[config.mk]
export PLATFORM = sky130hd
export DESIGN_NAME = mmc_cmd_phy
export DESIGN_NICKNAME = d
export VERILOG_FILES = /design/src/rtl/mmc_cmd_phy.sv
export SDC_FILE = /design/constraint.sdc
export NUM_CORES = 1
export LEC_CHECK = 0
export ABC_AREA = 1
export CORE_MARGIN = 3
export CORE_UTILIZATION = 58
export DETAILED_ROUTE_END_ITERATION = 10
export GPL_TIMING_DRIVEN = 0
export PLACE_DENSITY = 0.8
export RECOVER_POWER = 100
export SLEW_MARGIN = 40
export SYNTH_ARGS = -nofsm -noshare
export SYNTH_HDL_FRONTEND = slang
export SYNTH_SLANG_ARGS = --single-unit
[constraint.sdc]
create_clock -name clk -period 6.9 [get_ports clk]
set_input_delay 2.07 -clock clk [delete_from_list [all_inputs] [get_ports clk]]
set_output_delay 2.07 -clock clk [all_outputs]
set_load 0.01 [all_outputs]
[src/rtl/mmc_cmd_phy.sv]
// Host-side MMC command-line engine: divides clk into mmc_clk, sends a 48-bit
// CRC7-protected command frame and optionally captures a 48-bit response.
module mmc_cmd_phy #(
  parameter int CLK_DIV     = 4,
  parameter int RSP_TIMEOUT = 64
) (
  input  logic        clk,
  input  logic        reset_n,
  input  logic        cmd_start,
  input  logic [5:0]  cmd_index,
  input  logic [31:0] cmd_arg,
  input  logic        rsp_expect,
  output logic        busy,
  output logic        done,
  output logic [5:0]  rsp_index,
  output logic [31:0] rsp_arg,
  output logic        rsp_crc_err,
  output logic        rsp_timeout,
  output logic        mmc_clk,
  output logic        cmd_out,
  output logic        cmd_oe,
  input  logic        cmd_in
);

  typedef enum logic [2:0] {IDLE, TX, WAIT_RSP, RX, DONE} state_t;

  // Bit-serial CRC7 (x^7 + x^3 + 1, zero seed), MSB of data first.
  function automatic logic [6:0] crc7(input logic [39:0] data);
    logic [6:0] crc;
    logic       fb;
    crc = '0;
    for (int i = 39; i >= 0; i--) begin
      fb  = data[i] ^ crc[6];
      crc = {crc[5:0], 1'b0};
      if (fb) crc = crc ^ 7'h09;
    end
    return crc;
  endfunction

  logic [7:0]  div_cnt;
  logic        div_wrap;
  logic        rise_tick;
  logic        fall_tick;

  assign div_wrap  = (div_cnt == 8'(CLK_DIV - 1));
  assign rise_tick = div_wrap & ~mmc_clk;
  assign fall_tick = div_wrap & mmc_clk;

  always_ff @(posedge clk or negedge reset_n) begin
    if (!reset_n) begin
      div_cnt <= '0;
      mmc_clk <= 1'b0;
    end else if (div_wrap) begin
      div_cnt <= '0;
      mmc_clk <= ~mmc_clk;
    end else begin
      div_cnt <= div_cnt + 8'd1;
    end
  end

  state_t      state;
  logic [47:0] tx_shift;
  logic [5:0]  bit_cnt;
  logic [9:0]  wait_cnt;
  logic [46:0] rx_shift;
  logic        rsp_expect_q;
  logic [39:0] new_head;
  logic [47:0] rx_word;
  logic        rx_bad;

  assign new_head = {2'b01, cmd_index, cmd_arg};
  // rx_word is the complete response as it stands on the 48th sampled bit.
  assign rx_word  = {rx_shift, cmd_in};
  assign rx_bad   = rx_word[46] | ~rx_word[0] | (rx_word[7:1] != crc7(rx_word[47:8]));

  always_ff @(posedge clk or negedge reset_n) begin
    if (!reset_n) begin
      state        <= IDLE;
      tx_shift     <= '0;
      bit_cnt      <= '0;
      wait_cnt     <= '0;
      rx_shift     <= '0;
      rsp_expect_q <= 1'b0;
      busy         <= 1'b0;
      done         <= 1'b0;
      rsp_index    <= '0;
      rsp_arg      <= '0;
      rsp_crc_err  <= 1'b0;
      rsp_timeout  <= 1'b0;
      cmd_out      <= 1'b1;
      cmd_oe       <= 1'b0;
    end else begin
      done <= 1'b0;
      case (state)
        IDLE: begin
          cmd_oe  <= 1'b0;
          cmd_out <= 1'b1;
          if (cmd_start) begin
            tx_shift     <= {new_head, crc7(new_head), 1'b1};
            rsp_expect_q <= rsp_expect;
            bit_cnt      <= '0;
            wait_cnt     <= '0;
            rsp_index    <= '0;
            rsp_arg      <= '0;
            rsp_crc_err  <= 1'b0;
            rsp_timeout  <= 1'b0;
            busy         <= 1'b1;
            state        <= TX;
          end
        end
        TX: begin
          if (fall_tick) begin
            // The 49th falling edge ends the end bit and hands the line back.
            if (bit_cnt == 6'd48) begin
              cmd_oe  <= 1'b0;
              cmd_out <= 1'b1;
              if (rsp_expect_q) begin
                state <= WAIT_RSP;
              end else begin
                state <= DONE;
                done  <= 1'b1;
                busy  <= 1'b0;
              end
            end else begin
              cmd_oe   <= 1'b1;
              cmd_out  <= tx_shift[47];
              tx_shift <= {tx_shift[46:0], 1'b0};
              bit_cnt  <= bit_cnt + 6'd1;
            end
          end
        end
        WAIT_RSP: begin
          if (rise_tick) begin
            if (!cmd_in) begin
              rx_shift <= '0;
              bit_cnt  <= 6'd1;
              state    <= RX;
            end else if (wait_cnt == 10'(RSP_TIMEOUT - 1)) begin
              rsp_timeout <= 1'b1;
              state       <= DONE;
              done        <= 1'b1;
              busy        <= 1'b0;
            end else begin
              wait_cnt <= wait_cnt + 10'd1;
            end
          end
        end
        RX: begin
          if (rise_tick) begin
            rx_shift <= rx_word[46:0];
            if (bit_cnt == 6'd47) begin
              rsp_index   <= rx_word[45:40];
              rsp_arg     <= rx_word[39:8];
              rsp_crc_err <= rx_bad;
              state       <= DONE;
              done        <= 1'b1;
              busy        <= 1'b0;
            end else begin
              bit_cnt <= bit_cnt + 6'd1;
            end
          end
        end
        DONE: begin
          state <= IDLE;
        end
        default: begin
          state <= IDLE;
        end
      endcase
    end
  end

endmodule

==> impl_results.md, run 1 <==
* Status: complete, but fails checks
* Violated checks: max-capacitance violations, max-slew violations
* Largest buffer count on any clock path at 2
* Clock tree root driver cell: sky130_fd_sc_hd__clkbuf_16
* Most used cells in the layout excluding fill and tap cells: sky130_fd_sc_hd__nand2_1 (456), sky130_fd_sc_hd__inv_1 (184), sky130_fd_sc_hd__dfrtp_1 (167)
* Minimum clock period after layout at 5.058 ns
* Synth top area cells: sky130_fd_sc_hd__dfrtp_1 (43%), sky130_fd_sc_hd__nand2_1 (18%), sky130_fd_sc_hd__inv_1 (7.1%)
* Synth cell types at 43
* Area of placed instances at 0.01088 mm^2
* Cell leakage power at 0.005927 uW
* Multi-input combinational cell area at 0.004568 mm^2
* Clock slew at the register clock pins of the worst setup and hold paths at 0.06 ns
* Count of max-cap constraint violations at 2
* Worst Setup End Kind: asynchronous set/reset pin
* Filler Cells Inserted at 1349
* Total congestion overflow at 0
* Relative slew slack at -68.64%
* GRT Total Usage at 26.82%
* Worst clock skew at 0.006827 ns
* Port Buffers at 87
* Final cell area excluding filler cells at 0.01143 mm^2
* Critical path start-end classification: in -> async
* Fraction of synthesized cell area taken by the top area cell type at 43.21%
* 1st-iter DRT viols at 750
* Clk Latency, worst-skew pair at 0.43 ns
* Cell row count at 46
* Final setup violation count at 0
* Number of routed nets with antenna violations at 0
* Synthesized instance count at 1329
* Worst-case setup slack after placement at 1.788 ns
* Number of synthesized flops with an enable pin at 0
* Chip width at 135.1 um
* Num Clock Sinks at 168
* Final Hold Viols at 0
* Average cell area after synthesis at 7.277 um^2
* Area of the mapped netlist at 0.009671 mm^2
* Fmax achieved at 197.7 MHz
* Area used by sequential logic in the layout at 0.004205 mm^2
* Measured slew at the worst slew-check pin at 2.530 ns
* Endpoint required time on the critical path at 7.49 ns
* Post-route core utilization at 70.96%
* Maximum ir drop on the vdd rail at 0.0001880 V
* Sequential-to-total area share from yosys stat at 43.49%
* Top Ports at 88
* Worst-case setup margin in the final layout at 1.842 ns
* Post-placement cell count at 1634
* Total inserted antenna cells at 0
* Seq cells post-synth at 168
* Final layout net count at 1484
* Async set-reset flop share out of synthesis at 100.0%
* Final critical-path share of the clock period at 73.30%
* Class of the most critical hold timing path: reg -> reg
* Vias in the first global route at 8473
* Prevailing post-synth register cell: sky130_fd_sc_hd__dfrtp_1
* Post-CTS setup buffer count at 0
* Number of standard cells in the layout, taps in and fillers out at 1666
* Hold buffer count at cts at 0
* Wire length reported by the detailed router at 23590 um
* Post-Syn Nets at 1376
* Area of the die at 0.01826 mm^2
* Initial Utilization at 60.01%
* Critical path fanouts, max at 63
* Initial antenna violation count at 0
* Vias after detailed routing at 9074
* CTS Buf Count at 17
* Core Box Area at 0.01612 mm^2
* Last weighted congestion value of the routability-driven placer at 0.9157
* Number of max-slew violations in the final report at 112
* Final routed wire length divided by cell count at 14.16 um
* Area leader, netlist: sky130_fd_sc_hd__dfrtp_1
* DRC errors left at 0
* Total of warnings raised by yosys at 0
* Global-route wire length before repair at 39970 um
* Area Growth Syn to Fin at 18.24%
* Number of vias per cell after detailed routing at 5.447
* Fraction of layout cells with a size suffix above 1 at 3.862%
* Detailed placer's ending HPWL at 17510 um
* H-tree level count at 4
* RSZ-0062 raised after global routing: no
* Maximum number of pins on one net before global-route repair at 64
* Resized cells post-CTS at 0
* Count of TritonRoute iterations in the first routing pass at 8
* TritonCTS clock tree: done
* Startpoint type of the worst setup path: primary input
* Signal arrival time at the worst endpoint at 5.65 ns
* Cell area power density at 275.4 mW/mm^2
* Vertical extent of the die at 135.1 um
* Leading cell type in the layout, fill and taps excluded: sky130_fd_sc_hd__nand2_1
==> cell type report <==
cell class | count | share of cell area, %
multi-input combinational | 926 | 39.95
sequential | 168 | 36.78
timing repair buffer | 89 | 7.846
inverter | 189 | 6.204
clock buffer | 27 | 4.574
tap | 216 | 2.363
buffer | 46 | 1.554
clock inverter | 5 | 0.7331
==> routing by layer <==
layer  global-route usage (%)  vias to the layer above  share of wire [%]
li1                         -                     4470                  -
met1                    38.86                     4254                 46
met2                    41.76                      321                 46
met3                    4.694                       29                6.3
met4                    7.727                        0                1.7
met5                        0                        -                  0
==> power by group <==
part | switching (uW) | internal (uW)
sequential | 21.1 | 1020
combinational | 723 | 410
clock | 386 | 592
total | 1130 | 2020
==> critical path: stages <==
cell,delay [ns]
sky130_fd_sc_hd__clkbuf_1,1.75
sky130_fd_sc_hd__clkbuf_2,1.40
sky130_fd_sc_hd__buf_16,0.35
==> worst paths after layout <==
kind	start	to	slack (ns)	cells after the start
hold reg to reg	div_cnt[0]	div_cnt[0]	0.47	1
max in group clk	cmd_index[3]	tx_shift[4]	2.12	24
setup reg to reg	state[2]	rsp_arg[4]	3.09	10
setup / recovery	reset_n	tx_shift[4]	1.84	3
min in group asynchronous	reset_n	rsp_arg[12]	2.41	1
hold / removal	div_cnt[0]	div_cnt[0]	0.47	1
==> sequential cells by signal (all words and copies together) (netlist names) <==
name,flops
tx_shift,48
rx_shift,47
rsp_arg,32
wait_cnt,10
div_cnt,8
bit_cnt,6
rsp_index,6
state,3
busy,1
cmd_oe,1
cmd_out,1
done,1
mmc_clk,1
rsp_crc_err,1
rsp_expect_q,1
rsp_timeout,1
==> synthesized netlist by cell type, types with 2 or more instances <==
cell type,n
sky130_fd_sc_hd__xnor2_1,20
sky130_fd_sc_hd__inv_1,184
sky130_fd_sc_hd__o31ai_1,25
sky130_fd_sc_hd__nand4_1,5
sky130_fd_sc_hd__and3_1,2
sky130_fd_sc_hd__clkinv_1,2
sky130_fd_sc_hd__o211ai_1,37
sky130_fd_sc_hd__o21ai_0,119
sky130_fd_sc_hd__clkbuf_1,43
sky130_fd_sc_hd__a21oi_1,21
sky130_fd_sc_hd__dfrtp_1,167
sky130_fd_sc_hd__inv_2,3
sky130_fd_sc_hd__xor2_1,17
sky130_fd_sc_hd__nand2_1,455
sky130_fd_sc_hd__nor2_1,43
sky130_fd_sc_hd__nor3_1,11
sky130_fd_sc_hd__xnor2_2,6
sky130_fd_sc_hd__o21ai_1,2
sky130_fd_sc_hd__nor4_1,2
sky130_fd_sc_hd__ha_1,4
sky130_fd_sc_hd__nand2_2,5
sky130_fd_sc_hd__nand3_1,124
sky130_fd_sc_hd__xor2_2,6
sky130_fd_sc_hd__o22ai_1,2
sky130_fd_sc_hd__nand3b_1,6
==> cell families after synthesis <==
family                   synth area share (%)
AND/OR/NAND/NOR                         28.14
buffers and inverters                   9.173
AO/OA/AOI/OAI                           13.03
flip-flops                              43.49
XOR/XNOR                                5.654
adder cells (fa/ha/maj)                0.5176
==> per-stage QoR <==
| stage | setup TNS (ns) | hold WS (ns) | total power (uW) |
|---|---|---|---|
| global route | 0 | 0.4952 | 3360 |
| finish | 0 | 0.4671 | 3149 |
| floorplan | 0 | 0.4323 | 1965 |
| detailed placement | 0 | 0.4641 | 2188 |
| global placement | -514.02 | 0.4493 | 2156 |
| CTS | 0 | 0.4726 | 3171 |
No activity file was read; power rests on OpenSTA's default activity.
==> run 2: changes to the inputs <==
==> constraint.sdc (replaced) <==
create_clock -name clk -period 5.1 [get_ports clk]
set_input_delay 1.53 -clock clk [delete_from_list [all_inputs] [get_ports clk]]
set_output_delay 1.53 -clock clk [all_outputs]
set_load 0.01 [all_outputs]
==> run 2 against run 1 <==
Compared with the run above: the flow still finishes with violations (max-capacitance violations, max-slew violations); clock power is 35% higher; wire length grew 0.20%; critical path type is now in -> reg; register-to-register slack got worse by 1.8 ns; global-route usage stayed put; final area hardly changed; clock-buffer cell count is the same; largest power group unchanged; highest routed layer unchanged.
==> impl_results.md, run 2 (synthesis results as in run 1) <==
* Status: complete, but fails checks
* Violated checks: max-capacitance violations, max-slew violations
* Worst clock skew at 0.007034 ns
* Total inserted antenna cells at 0
* CTS Buf Count at 17
* Post-route core utilization at 70.97%
* Initial Utilization at 60.01%
* GRT Total Usage at 26.82%
* Startpoint type of the worst setup path: primary input
* Area Growth Syn to Fin at 18.27%
* Final routed wire length divided by cell count at 14.19 um
* Num Clock Sinks at 168
* Fmax achieved at 235.9 MHz
* TritonCTS clock tree: done
* Part of the power in registers at 32.9%
* Regs by FF count: tx_shift x48, rx_shift x47, rsp_arg x32
* Worst-case setup slack after placement at 0.5281 ns
* Number of max-slew violations in the final report at 48
* Vias after detailed routing at 9089
* Final Hold Viols at 0
* Switching share of power at 35.92%
* Cell leakage power at 0.005927 uW
* Last weighted congestion value of the routability-driven placer at 0.9157
* Critical path fanouts, max at 4
* Cell area power density at 372.7 mW/mm^2
* Initial antenna violation count at 0
* Vias in the first global route at 8473
* Maximum ir drop on the vdd rail at 0.0002552 V
* 1st-iter DRT viols at 773
* Area of the die at 0.01826 mm^2
* Clock tree root driver cell: sky130_fd_sc_hd__clkbuf_16
* Number of routed nets with antenna violations at 0
* Hold buffer count at cts at 0
* Wire length reported by the detailed router at 23640 um
* Worst-case setup margin in the final layout at 0.8612 ns
* Final setup violation count at 0
* Vertical extent of the die at 135.1 um
* Number of standard cells in the layout, taps in and fillers out at 1666
* Fraction of layout cells with a size suffix above 1 at 3.862%
* Chip width at 135.1 um
* Critical path start-end classification: in -> reg
* Count of max-cap constraint violations at 1
* Endpoint required time on the critical path at 5.41 ns
* DRC errors left at 0
* Maximum number of pins on one net before global-route repair at 64
* Port Buffers at 87
* Class of the most critical hold timing path: reg -> reg
* Filler Cells Inserted at 1348
* Total Negative Setup Slacks at 0 ns
* Most used cells in the layout excluding fill and tap cells: sky130_fd_sc_hd__nand2_1 (456), sky130_fd_sc_hd__inv_1 (184), sky130_fd_sc_hd__dfrtp_1 (167)
* Global-route wire length before repair at 39970 um
* Measured slew at the worst slew-check pin at 2.654 ns
* Relative slew slack at -76.94%
* Post-CTS setup buffer count at 0
* Count of TritonRoute iterations in the first routing pass at 7
* RSZ-0062 raised after global routing: no
* Clock network power share at 31.0%
* Combinational Power Share at 36.0%
* Clock slew at the register clock pins of the worst setup and hold paths at 0.06 ns
* Total power of the final layout at 4263 uW
* Core Box Area at 0.01612 mm^2
* Multi-input combinational cell area at 0.004568 mm^2
* Flip-flop count of the largest register, all copies and words added at 48
* Area used by sequential logic in the layout at 0.004205 mm^2
* Top reg by flops: tx_shift
* Clk Latency, worst-skew pair at 0.43 ns
* Post-placement cell count at 1634
* Switching Power at 1531 uW
* H-tree level count at 4
* Largest buffer count on any clock path at 2
* Total congestion overflow at 0
* Signal arrival time at the worst endpoint at 4.55 ns
* Final critical-path share of the clock period at 83.11%
* Number of vias per cell after detailed routing at 5.456
* Final layout net count at 1484
* Leading cell type in the layout, fill and taps excluded: sky130_fd_sc_hd__nand2_1
* Cell row count at 46
* Top Ports at 88
* P_int at 2732 uW
* Detailed placer's ending HPWL at 17510 um
* Worst Setup End Kind: register
* Resized cells post-CTS at 0
* Minimum clock period after layout at 4.239 ns
-- run 2: cell counts in the layout (fill, tap and decap cells not counted) --
Identical to the previous run, type by type.
-- run 2: cell type report --
class                           instances  share of cell area (%)
Inverter                              189                   6.203
Multi-Input combinational cell        926                   39.94
Clock inverter                          5                  0.7330
Sequential cell                       168                   36.77
Clock buffer                           27                   4.573
Timing Repair Buffer                   89                   7.866
Buffer                                 46                   1.553
Tap cell                              216                   2.363
-- run 2: worst paths after layout --
path	end	start	slack [ns]	depth (start not counted)
min	div_cnt[0]	div_cnt[0]	0.47	1
max in group asynchronous	tx_shift[4]	reset_n	1.04	3
min reg2reg	div_cnt[0]	div_cnt[0]	0.47	1
min in group asynchronous	rsp_arg[12]	reset_n	1.92	1
max	tx_shift[4]	cmd_index[3]	0.86	24
max reg2reg	rsp_arg[4]	state[2]	1.30	10
-- run 2: power groups by stage --
stage          clock [uW]  combinational, uW  sequential (uW)
6_report             1320               1540             1400
5_1_grt              1400               1740             1410
4_1_cts              1340               1550             1400
3_5_place_dp            0               1530             1430
3_3_place_gp            0               1490             1430
2_1_floorplan           0               1240             1420
-- run 2: worst max-delay path: stages --
cell	delay [ns]
sky130_fd_sc_hd__dlygate4sd3_1	0.66
sky130_fd_sc_hd__inv_1	0.07
sky130_fd_sc_hd__nand2_1	0.09
sky130_fd_sc_hd__nand2_1	0.11
sky130_fd_sc_hd__nand2_1	0.08
sky130_fd_sc_hd__nand2_1	0.09
sky130_fd_sc_hd__xor2_1	0.20
sky130_fd_sc_hd__xnor2_1	0.37
sky130_fd_sc_hd__xor2_1	0.22
sky130_fd_sc_hd__inv_1	0.07
sky130_fd_sc_hd__nand2_1	0.06
sky130_fd_sc_hd__nand2_1	0.11
sky130_fd_sc_hd__inv_1	0.08
sky130_fd_sc_hd__nand2_1	0.05
sky130_fd_sc_hd__nand2_1	0.11
sky130_fd_sc_hd__inv_1	0.05
sky130_fd_sc_hd__nand2_1	0.06
sky130_fd_sc_hd__nand2_1	0.08
sky130_fd_sc_hd__inv_1	0.08
sky130_fd_sc_hd__nand2_1	0.08
sky130_fd_sc_hd__nand3_1	0.10
sky130_fd_sc_hd__nand2_1	0.07
sky130_fd_sc_hd__nand3_1	0.07
sky130_fd_sc_hd__nand2_1	0.07
-- run 2: metal layers --
layer  track usage, %  vias to the layer above  routed length, um
li1                 -                     4476                  -
met1            38.86                     4262              11050
met2            41.76                      316              10740
met3            4.694                       35               1407
met4            7.727                        0                444
met5                0                        -                  0
-- run 2: through the flow --
step	hold slack, ns	cell area [um^2]
CTS	0.4726	11480
global route	0.4952	11440
detailed placement	0.4641	10880
finish	0.4663	11440
global placement	0.4493	10810
floorplan	0.4323	9671
